<file path="src/rtl/mips_bus_pkg.sv">
// Shared Avalon bus definitions for the MIPS core: arbiter states, port ids,
// byte-lane width and the word returned to a requester whose transaction timed out.
package mips_bus_pkg;

    localparam int                  AVL_BE_W      = 4;
    localparam logic [AVL_BE_W-1:0] AVL_BE_ALL    = '1;
    localparam logic [31:0]         BAD_READ_WORD = 32'hDEADBEEF;

    typedef enum logic [1:0] {
        ARB_IDLE    = 2'd0,
        ARB_GRANT_I = 2'd1,
        ARB_GRANT_D = 2'd2
    } arb_state_t;

    typedef enum logic {
        PORT_I = 1'b0,
        PORT_D = 1'b1
    } arb_port_t;

    // On contention the port that did not own the bus last time goes first.
    function automatic arb_state_t arb_pick(
        input logic      req_i,
        input logic      req_d,
        input arb_port_t last_grant
    );
        arb_state_t pick;
        pick = ARB_IDLE;
        if (req_i && req_d) begin
            pick = (last_grant == PORT_D) ? ARB_GRANT_I : ARB_GRANT_D;
        end else if (req_i) begin
            pick = ARB_GRANT_I;
        end else if (req_d) begin
            pick = ARB_GRANT_D;
        end
        return pick;
    endfunction

endpackage

</file>
<file path="src/rtl/avalon_mem_arbiter.sv">
// Two-to-one round-robin arbiter putting instruction fetch and load/store onto one
// Avalon-MM RAM bus. Optional stall watchdog enabled by defining ARB_TIMEOUT_EN.
module avalon_mem_arbiter
    import mips_bus_pkg::*;
#(
    parameter int ADDR_W         = 32,
    parameter int DATA_W         = 32,
    parameter int TIMEOUT_CYCLES = 1024
) (
    input  logic                clk,
    input  logic                reset,

    input  logic [ADDR_W-1:0]   i_address,
    input  logic                i_read,
    output logic                i_waitrequest,
    output logic [DATA_W-1:0]   i_readdata,

    input  logic [ADDR_W-1:0]   d_address,
    input  logic                d_read,
    input  logic                d_write,
    input  logic [DATA_W-1:0]   d_writedata,
    input  logic [AVL_BE_W-1:0] d_byteenable,
    output logic                d_waitrequest,
    output logic [DATA_W-1:0]   d_readdata,

    output logic [ADDR_W-1:0]   m_address,
    output logic                m_read,
    output logic                m_write,
    output logic [DATA_W-1:0]   m_writedata,
    output logic [AVL_BE_W-1:0] m_byteenable,
    input  logic                m_waitrequest,
    input  logic [DATA_W-1:0]   m_readdata,

    output logic                grant_d,
    output logic                timeout_err
);

    arb_state_t  state_q, state_d;
    arb_port_t   last_grant_q, last_grant_d;

    logic        req_i, req_d;
    logic        req_granted;
    logic        stall;
    logic        timeout_hit;
    logic        finish;
    logic [DATA_W-1:0] resp_word;

    assign req_i = i_read;
    assign req_d = d_read | d_write;

    assign req_granted = (state_q == ARB_GRANT_I) ? req_i :
                         (state_q == ARB_GRANT_D) ? req_d : 1'b0;
    assign stall       = req_granted & m_waitrequest;

`ifdef ARB_TIMEOUT_EN
    localparam int CNT_W = $clog2(TIMEOUT_CYCLES + 1);

    logic [CNT_W-1:0] stall_cnt_q;

    // The expiring stall cycle itself is the one that gets the forced completion.
    assign timeout_hit = stall && (stall_cnt_q == CNT_W'(TIMEOUT_CYCLES - 1));

    always_ff @(posedge clk or negedge reset) begin
        if (!reset) begin
            stall_cnt_q <= '0;
        end else if (state_d == ARB_IDLE) begin
            stall_cnt_q <= '0;
        end else if (stall) begin
            stall_cnt_q <= stall_cnt_q + CNT_W'(1);
        end
    end
`else
    assign timeout_hit = 1'b0;
`endif

    assign finish      = (req_granted & ~m_waitrequest) | timeout_hit;
    assign resp_word   = timeout_hit ? DATA_W'(BAD_READ_WORD) : m_readdata;
    assign grant_d     = (state_q == ARB_GRANT_D);
    assign timeout_err = timeout_hit;

    always_comb begin
        // NOTE: every output and next-state value is defaulted first so no path infers a latch.
        state_d       = state_q;
        last_grant_d  = last_grant_q;
        m_address     = '0;
        m_read        = 1'b0;
        m_write       = 1'b0;
        m_writedata   = '0;
        m_byteenable  = '0;
        i_waitrequest = 1'b1;
        i_readdata    = '0;
        d_waitrequest = 1'b1;
        d_readdata    = '0;

        case (state_q)
            ARB_IDLE: begin
                state_d = arb_pick(req_i, req_d, last_grant_q);
            end

            ARB_GRANT_I: begin
                m_address    = i_address;
                m_byteenable = AVL_BE_ALL;
                m_read       = req_i & ~timeout_hit;
                if (!req_i) begin
                    // Requester gave up: release the bus without crediting it a turn.
                    state_d = ARB_IDLE;
                end else if (finish) begin
                    i_waitrequest = 1'b0;
                    i_readdata    = resp_word;
                    state_d       = ARB_IDLE;
                    last_grant_d  = PORT_I;
                end
            end

            ARB_GRANT_D: begin
                m_address    = d_address;
                m_writedata  = d_writedata;
                m_byteenable = d_byteenable;
                m_write      = d_write & ~timeout_hit;
                m_read       = d_read & ~d_write & ~timeout_hit;
                if (!req_d) begin
                    state_d = ARB_IDLE;
                end else if (finish) begin
                    d_waitrequest = 1'b0;
                    d_readdata    = resp_word;
                    state_d       = ARB_IDLE;
                    last_grant_d  = PORT_D;
                end
            end

            default: begin
                state_d = ARB_IDLE;
            end
        endcase
    end

    // NOTE: registers use non-blocking assignments so every flop samples pre-edge values.
    always_ff @(posedge clk or negedge reset) begin
        if (!reset) begin
            state_q      <= ARB_IDLE;
            last_grant_q <= PORT_D;
        end else begin
            state_q      <= state_d;
            last_grant_q <= last_grant_d;
        end
    end

endmodule

</file>
<file path="config.mk">
export PLATFORM = sky130hd
export DESIGN_NAME = avalon_mem_arbiter
export DESIGN_NICKNAME = d
export VERILOG_FILES = /design/src/rtl/mips_bus_pkg.sv /design/src/rtl/avalon_mem_arbiter.sv
export SDC_FILE = /design/constraint.sdc
export NUM_CORES = 1
export LEC_CHECK = 0
export ABC_AREA = 1
export CAP_MARGIN = 25
export CORE_AREA = 2 2 108 110
export CTS_CLUSTER_DIAMETER = 40
export CTS_CLUSTER_SIZE = 12
export DETAILED_ROUTE_END_ITERATION = 10
export DIE_AREA = 0 0 110 112
export PLACE_DENSITY = 0.69
export SETUP_SLACK_MARGIN = 0.1
export SYNTH_ARGS = -nofsm -noshare
export SYNTH_HDL_FRONTEND = slang
export SYNTH_SLANG_ARGS = --single-unit
</file>
<file path="constraint.sdc">
create_clock -name clk -period 1.9 [get_ports clk]
set_input_delay 0.19 -clock clk [delete_from_list [all_inputs] [get_ports clk]]
set_output_delay 0.19 -clock clk [all_outputs]
set_load 0.1 [all_outputs]
</file>
Yosys cells after proc, flatten, opt, wreduce, memory -nomap -nowiden
Cells that the tools add are included.
- output and inout bits: 138
- input port bits: 138
- register bits: 3
- multiplexer cells: 30
- reduce and logical (&&, ||, !) cells: 4
- bitwise logic cells: 5
- equality and inequality tests: 6
- operators with widths (cell ; number):
    $mux W32 ; 6
    $pmux W32 S2 ; 1
    $mux W2 ; 7
    $mux W1 ; 12
    $pmux W4 S2 ; 1
    $pmux W2 S3 ; 1
    $reduce_and A5 Y1 ; 1
    $ne A2 B1 Y1 const B ; 2
    $ne A2 B2 Y1 const B ; 2
    $pmux W1 S2 ; 2
    $and A1 B1 Y1 ; 2
    $eq A2 B1 Y1 const B ; 1
    $eq A2 B2 Y1 const B ; 1
    $logic_not A2 Y1 ; 1
    $not A1 Y1 ; 2
    $reduce_bool A2 Y1 ; 1
    $logic_and A1 B1 Y1 ; 1
    $or A1 B1 Y1 ; 1

Logic depth before layout (Yosys ltp)
Gate-level depths: netlist of the first run.
- word-level depth: 7
- depth in mapped cells: 11
- gate-level depth less buffers: 9

Worst setup path before layout of the first run
OpenSTA, ideal clock, no wires.
- path type: flip-flop to output port
- start point: register state_q[0]
- end point: output port m_address[10]
- required time: 1710 ps
- path slack: -1680 ps
- data arrival time: 3390 ps
- cell stages (with the launch flop): 7
- path through: dfrtp_1 -> inv_1 -> ha_1 -> buf_4 -> clkbuf_1 -> nand2_1 -> a21oi_1
- longest elaborated chain between the ends: 2
- elaborated cells on any way between the ends: 3
- ends and longest elaborated chain (item ; RTL line ; source):
    from (decl) ; avalon_mem_arbiter.sv:38 ; arb_state_t state_q, state_d;
    from (signal assigned) ; avalon_mem_arbiter.sv:143 ; state_q <= state_d;
    $eq A2 B2 Y1 ; -- ;
    net grant_d ; avalon_mem_arbiter.sv:34 ; output logic grant_d,
    $pmux W32 S2 ; avalon_mem_arbiter.sv:95 ; case (state_q)
    to (decl) ; avalon_mem_arbiter.sv:26 ; output logic [ADDR_W-1:0] m_address,
The timed path passes the listed nets, and every way through them passes these cells.

Worst setup path in the final report of the first run
- start point: register state_q[1]
- end point: output port i_readdata[16]
- longest elaborated chain between the ends: 7
- elaborated cells on any way between the ends: 8
- ends and longest elaborated chain (item ; RTL line ; source):
    $eq A2 B2 Y1 ; avalon_mem_arbiter.sv:52 ; (state_q == ARB_GRANT_D) ? req_d : 1'b0;
    $mux W1 ; avalon_mem_arbiter.sv:52 ;
    $mux W1 ; avalon_mem_arbiter.sv:51 ; assign req_granted = (state_q == ARB_GRANT_I) ? req_i :
    $and A1 B1 Y1 ; avalon_mem_arbiter.sv:76 ; assign finish = (req_granted & ~m_waitrequest) | timeout_hit;
    $mux W32 ; avalon_mem_arbiter.sv:107 ; end else if (finish) begin
    $mux W32 ; avalon_mem_arbiter.sv:104 ; if (!req_i) begin
    $mux W32 * ; avalon_mem_arbiter.sv:95 ;
    to (decl) ; avalon_mem_arbiter.sv:16 ; output logic [DATA_W-1:0] i_readdata,
Every way passes the cells marked *; elsewhere a longest branch is shown, timed or not.

==> results of run 1 <==
## repair_timing
| item | 4_1_cts | 5_1_grt |
|---|---|---|
| gates cloned | 3 | 12 |
| buffers inserted | 9 | 9 |
| gates resized for setup | 45 | 127 |
| endpoints found under the setup margin | 135 | 136 |
| pin swaps | 6 | 76 |
## metal layers
layer  routed length [um]  global-route usage [%]  up-vias
met2                 7863                   37.79      149
met4                  208                   3.460        0
li1                     -                       -     1661
met1                 4556                   18.54     1611
met3                 1150                   5.386       14
met5                    0                       0        -
## placed cells by master (no fill, tap or decap), types with 2 or more instances in the layout
cell type,instances
nand3_2,15
buf_6,3
nand2_4,47
buf_16,3
ha_1,2
ha_4,2
inv_1,33
a21oi_4,37
nand2_1,37
inv_2,2
clkinvlp_4,64
a21oi_1,4
clkdlybuf4s50_1,137
buf_8,2
nor2_4,34
clkbuf_16,12
nand2_2,23
buf_12,151
inv_8,2
nand3_4,18
clkinv_4,2
buf_4,23
## cell type report
class	instances	share of cell area (%)
Tap cell	143	2.141
Sequential cell	3	0.9283
Timing Repair Buffer	328	59.10
Multi-Input combinational cell	228	29.02
Clock buffer	4	0.9433
Inverter	104	7.875
## Yosys cell counts (2+ instances only)
library cell  count
nand2_1         106
inv_1           100
a21oi_1          41
nor2_1           33
nand3_1          23
nand3_2          11
buf_2             8
clkbuf_1          8
buf_6             4
ha_1              4
buf_1             3
buf_4             2
dfrtp_1           2
inv_2             2
inv_4             2
nand2_2           2
## worst min-delay path by stage
| stage | depth (start not counted) | end | from | slack [ns] |
|---|---|---|---|---|
| floorplan | 0 | state_q[0]$_DFF_PN0_ | reset | -0.11 |
| global placement | 1 | state_q[0]$_DFF_PN0_ | reset | 0.38 |
| detailed placement | 1 | state_q[0]$_DFF_PN0_ | reset | 0.38 |
| CTS | 1 | state_q[0]$_DFF_PN0_ | reset | 0.15 |
| global route | 1 | state_q[1]$_DFF_PN0_ | reset | 0.16 |
| finish | 1 | state_q[1]$_DFF_PN0_ | reset | 0.15 |
## flip-flops by register name, indices dropped and copies added (netlist names)
name	flops
last_grant_q	1
state_q	2
## kinds of logic after synthesis
logic type	Yosys count	share of synthesized area (%)
AND/OR/NAND/NOR	179	47.06
buffers and inverters	129	31.94
AO/OA/AOI/OAI	44	13.25
adder cells (fa/ha/maj)	4	2.979
flip-flops	3	4.542
other	1	0.2232
## critical path, cell delays in order, from the launching register on
cell        delay (ns)
dfrtp_1           0.39
inv_2             0.09
ha_4              0.17
inv_8             0.04
nor2_4            0.09
nor2_4            0.05
nand2_2           0.10
clkinv_4          0.12
buf_12            0.18
nand3_2           0.10
clkinvlp_4        0.11
buf_12            0.17
## power by group through the flow
stage / clock network [W] / registers, W / logic [W]
after detailed placement: 0 / 0.000124 / 0.00931
after global placement: 0 / 0.000122 / 0.00920
final: 0.000331 / 0.000127 / 0.0110
after floorplan: 0 / 0.000126 / 0.00608
after CTS: 0.000332 / 0.000122 / 0.00982
after global routing: 0.000343 / 0.000133 / 0.0113
## stage by stage
stage	setup TNS [ns]	utilization (%)	hold WS (ns)
after floorplan	-18.11	-	-0.1056
after global placement	0	63.48	0.3778
after detailed placement	0	63.48	0.3811
after CTS	-5.650	66.92	0.1528
after global routing	-16.95	74.78	0.1570
final	-8.429	74.78	0.1513
==> run metrics, run 1 <==
status=finished, violations left; failing checks=setup timing; Final Critical Period=2.036 ns; syn_area_per_cell=4.668 um^2; Unique masters post-synth=25; layout cells sized above 1=66.87%; dominant synthesized flop cell=dfrtp_1; worst r2r dst=last_grant_q$_DFFE_PN1P_; Pre-Repair DR Iteration Count=4; routed length per instance=17.01 um; Die Footprint=12,320 um^2; placed cell count=774; Clk Latency, worst-skew pair=0.22 ns; routability cong.=0.8682; reg2reg path depth=8; total gr overflow=0; Static Leak=3.059 nW; footprint of the multi-input gates=2425 um^2; worst setup path category=reg2out; crit-path max FO=11; Hold Crit Class=in2async; Final nets=810; number of max-cap violations=0; Sink Count=3; RSZ-0062 raised after global routing=yes; # IOs=276; post-route non-filler standard cell count=810; Clock Power Share=2.9%; initial antenna violation count=0; clock transition at the registers of the reported paths=0.03 ns; Die W=110 um; CTS buffer count=3; # rows=39; Gate power share=96.0%; pre-CTS WS=0.01607 ns; Final Hold Vio Count=0; Design Area, Final=8357 um^2; area of the mapped netlist=1680 um^2; CTS Buffer Depth=2; Seq pwr share=1.1%; DP HPWL=9618 um; total power=0.01143 W; maximum VDD drop=1.183 mV; Worst Path Required=1.71 ns; Power per Cell Area=1367 nW/um^2; Peak Freq=0.4913 GHz; PortBufs=274; fin. max-slew vios=0; CP arrival=1.85 ns; Post-synth EDFFs=0; Crit. End Element=output port; Synth top area share=23.68%; Reg area=77.57 um^2; largest net degree at the start of global routing=36; Placement Cell Area=7093 um^2; Critical Path Start=state_q[1]$_DFF_PN0_; gr usage total=18.82%; synth top area cells=nand2_1 (24%), inv_1 (22%), a21oi_1 (12%), nor2_1 (7.4%), nand3_1 (6.9%); Mapped Cells=360; vias per cell=4.241; Post-synth ARST share=100.0%; Root Buffer=clkbuf_16; initial core utilization=15.04%; final WL=13,780 um; fillers=690; period utilization=107.1%; vias in the first global route=3,697; Yosys Warn Count=0; flop-to-flop setup slack=0.26 ns; CORE AREA=11,170 um^2; Seq/Total Area, Yosys=4.542%; # hold bufs at CTS=0; Iter 0 DRT Violations=94; CP endpoint=i_readdata[16]; Sw Ratio=60.84%; antenna cells=0; post-route ant nets=0; first-pass GRT wire length=18,590 um; vias=3,435; P_sw=0.006953 W; CP startpoint kind=flop; Synth Register Bits=3; Mapped Nets=502; launch point of the worst reg-to-reg path=state_q[1]$_DFF_PN0_; # DRC=0; area leader, netlist=nand2_1; die height=112 um; setup ws final=-0.1355 ns; final setup fails=125; CTS tree=built; CTS H-Tree Depth=1; P_int=0.004475 W; area grow syn2layout=397.3%; skew final=0.002448 ns
Note: power is estimated with default switching activity, not from simulation.
==> inputs of run 2 (changes only) <==
- RECOVER_POWER: not set -> 100
==> run metrics, run 2 (synthesis results as in run 1) <==
Final nets=810; routability cong.=0.8682; vias per cell=4.220; Biggest register=state_q; flop-to-flop setup slack=0.26 ns; initial antenna violation count=0; # hold bufs at CTS=0; antenna cells=0; period utilization=107.1%; CTS tree=built; CP arrival=1.84 ns; DP HPWL=9618 um; final setup fails=127; Final Hold Vio Count=0; launch point of the worst reg-to-reg path=state_q[1]$_DFF_PN0_; total gr overflow=0; Power per Cell Area=1365 nW/um^2; maximum VDD drop=1.179 mV; Iter 0 DRT Violations=86; failing checks=setup timing; Final Critical Period=2.034 ns; Hold Crit Class=in2async; setup ws final=-0.1345 ns; initial core utilization=15.04%; number of max-cap violations=0; CP endpoint=i_readdata[16]; most frequent cells in the layout=buf_12 (150), clkdlybuf4s50_1 (136), clkinvlp_4 (64), nand2_4 (47); pre-CTS WS=0.01607 ns; Static Leak=3.056 nW; largest net degree at the start of global routing=36; CP startpoint kind=flop; fin. max-slew vios=0; Pre-Repair DR Iteration Count=4; Critical Path Start=state_q[1]$_DFF_PN0_; CTS Buffer Depth=2; worst setup path category=reg2out; crit-path max FO=11; TNS Setup=-8.706 ns; skew final=0.002450 ns; routed length per instance=17.00 um; Peak Freq=0.4915 GHz; clock transition at the registers of the reported paths=0.03 ns; CORE AREA=11,170 um^2; Die W=110 um; commonest non-fill, non-tap cell in the layout=buf_12; Reg area=77.57 um^2; RSZ-0062 raised after global routing=yes; reg2reg path depth=8; placed cell count=774; worst r2r dst=last_grant_q$_DFFE_PN1P_; Die Footprint=12,320 um^2; Crit. End Element=output port; vias=3,418; Clk Latency, worst-skew pair=0.22 ns; # DRC=0; # rows=39; status=finished, violations left; post-route ant nets=0; # IOs=276; final WL=13,770 um; gr usage total=18.82%; die height=112 um; CTS H-Tree Depth=1; vias in the first global route=3,697; area grow syn2layout=396.4%; Largest register FFs=2; post-route non-filler standard cell count=810; Sink Count=3; Root Buffer=clkbuf_16; CTS buffer count=3; PortBufs=274; layout cells sized above 1=66.87%; fillers=691; top flop regs=state_q x2, last_grant_q x1; Worst Path Required=1.71 ns; footprint of the multi-input gates=2425 um^2; first-pass GRT wire length=18,590 um
-- run 2: cell types whose count changed in the layout (fill, tap and decap cells not counted) --
cell / before / now
buf_2: 0 / 1
dlygate4sd3_1: 0 / 1
clkdlybuf4s50_1: 137 / 136
buf_12: 151 / 150
-- run 2: through the flow --
stage	util [%]	hold WS, ns	total power, W	area (um^2)
2_1_floorplan	-	-0.1056	0.006204	2759
3_3_place_gp	63.48	0.3778	0.009317	7093
3_5_place_dp	63.48	0.3811	0.009430	7093
4_1_cts	66.92	0.1528	0.01028	7478
5_1_grt	74.65	0.2267	0.01174	8342
6_report	74.65	0.2208	0.01139	8342
-- run 2: timing repair --
| action | CTS | global route |
|---|---|---|
| setup buffers | 9 | 9 |
| endpoints found under the hold margin | 0 | 0 |
| gates resized for setup | 45 | 127 |
| cloned | 3 | 12 |
| pin swaps | 6 | 76 |
| setup endpoints to repair | 135 | 136 |
-- run 2: worst max-delay path: stages (launching register included) --
cell and delay [ns]:
dfrtp_1 0.39, inv_2 0.10, ha_4 0.17, inv_8 0.04
nor2_4 0.09, nor2_4 0.05, nand2_2 0.10, clkinv_4 0.12
buf_12 0.18, nand3_2 0.10, clkinvlp_4 0.11, buf_12 0.17
-- run 2: cell type report --
type                    count  area share (%)
clock buffers               4          0.9450
multi-input cells         228           29.07
repair buffers            328           59.02
flip-flops and latches      3          0.9300
well taps                 143           2.145
inverters                 104           7.890
-- run 2: how the worst min path moves through the flow --
stage / startpoint / end / slack [ns] / cells after the start
finish: reset / state_q[1]$_DFF_PN0_ / 0.22 / 1
global placement: reset / state_q[0]$_DFF_PN0_ / 0.38 / 1
global route: reset / state_q[1]$_DFF_PN0_ / 0.23 / 1
detailed placement: reset / state_q[0]$_DFF_PN0_ / 0.38 / 1
CTS: reset / state_q[0]$_DFF_PN0_ / 0.15 / 1
floorplan: reset / state_q[0]$_DFF_PN0_ / -0.11 / 0
-- run 2: where the power goes --
part | total, W | leakage, nW | internal [W] | switching [W]
Clock | 0.000331 | 0.0382 | 0.000277 | 0.0000546
Sequential | 0.000128 | 0.0349 | 0.0000999 | 0.0000283
Combinational | 0.0109 | 2.98 | 0.00407 | 0.00686
Total | 0.0114 | 3.06 | 0.00444 | 0.00694
-- run 2: routing by layer --
layer | up-vias | global-route usage [%] | wire length, um
met5 | - | 0 | 0
met4 | 0 | 3.460 | 208
met3 | 14 | 5.386 | 1156
met2 | 151 | 37.79 | 7850
met1 | 1592 | 18.54 | 4556
li1 | 1661 | - | -
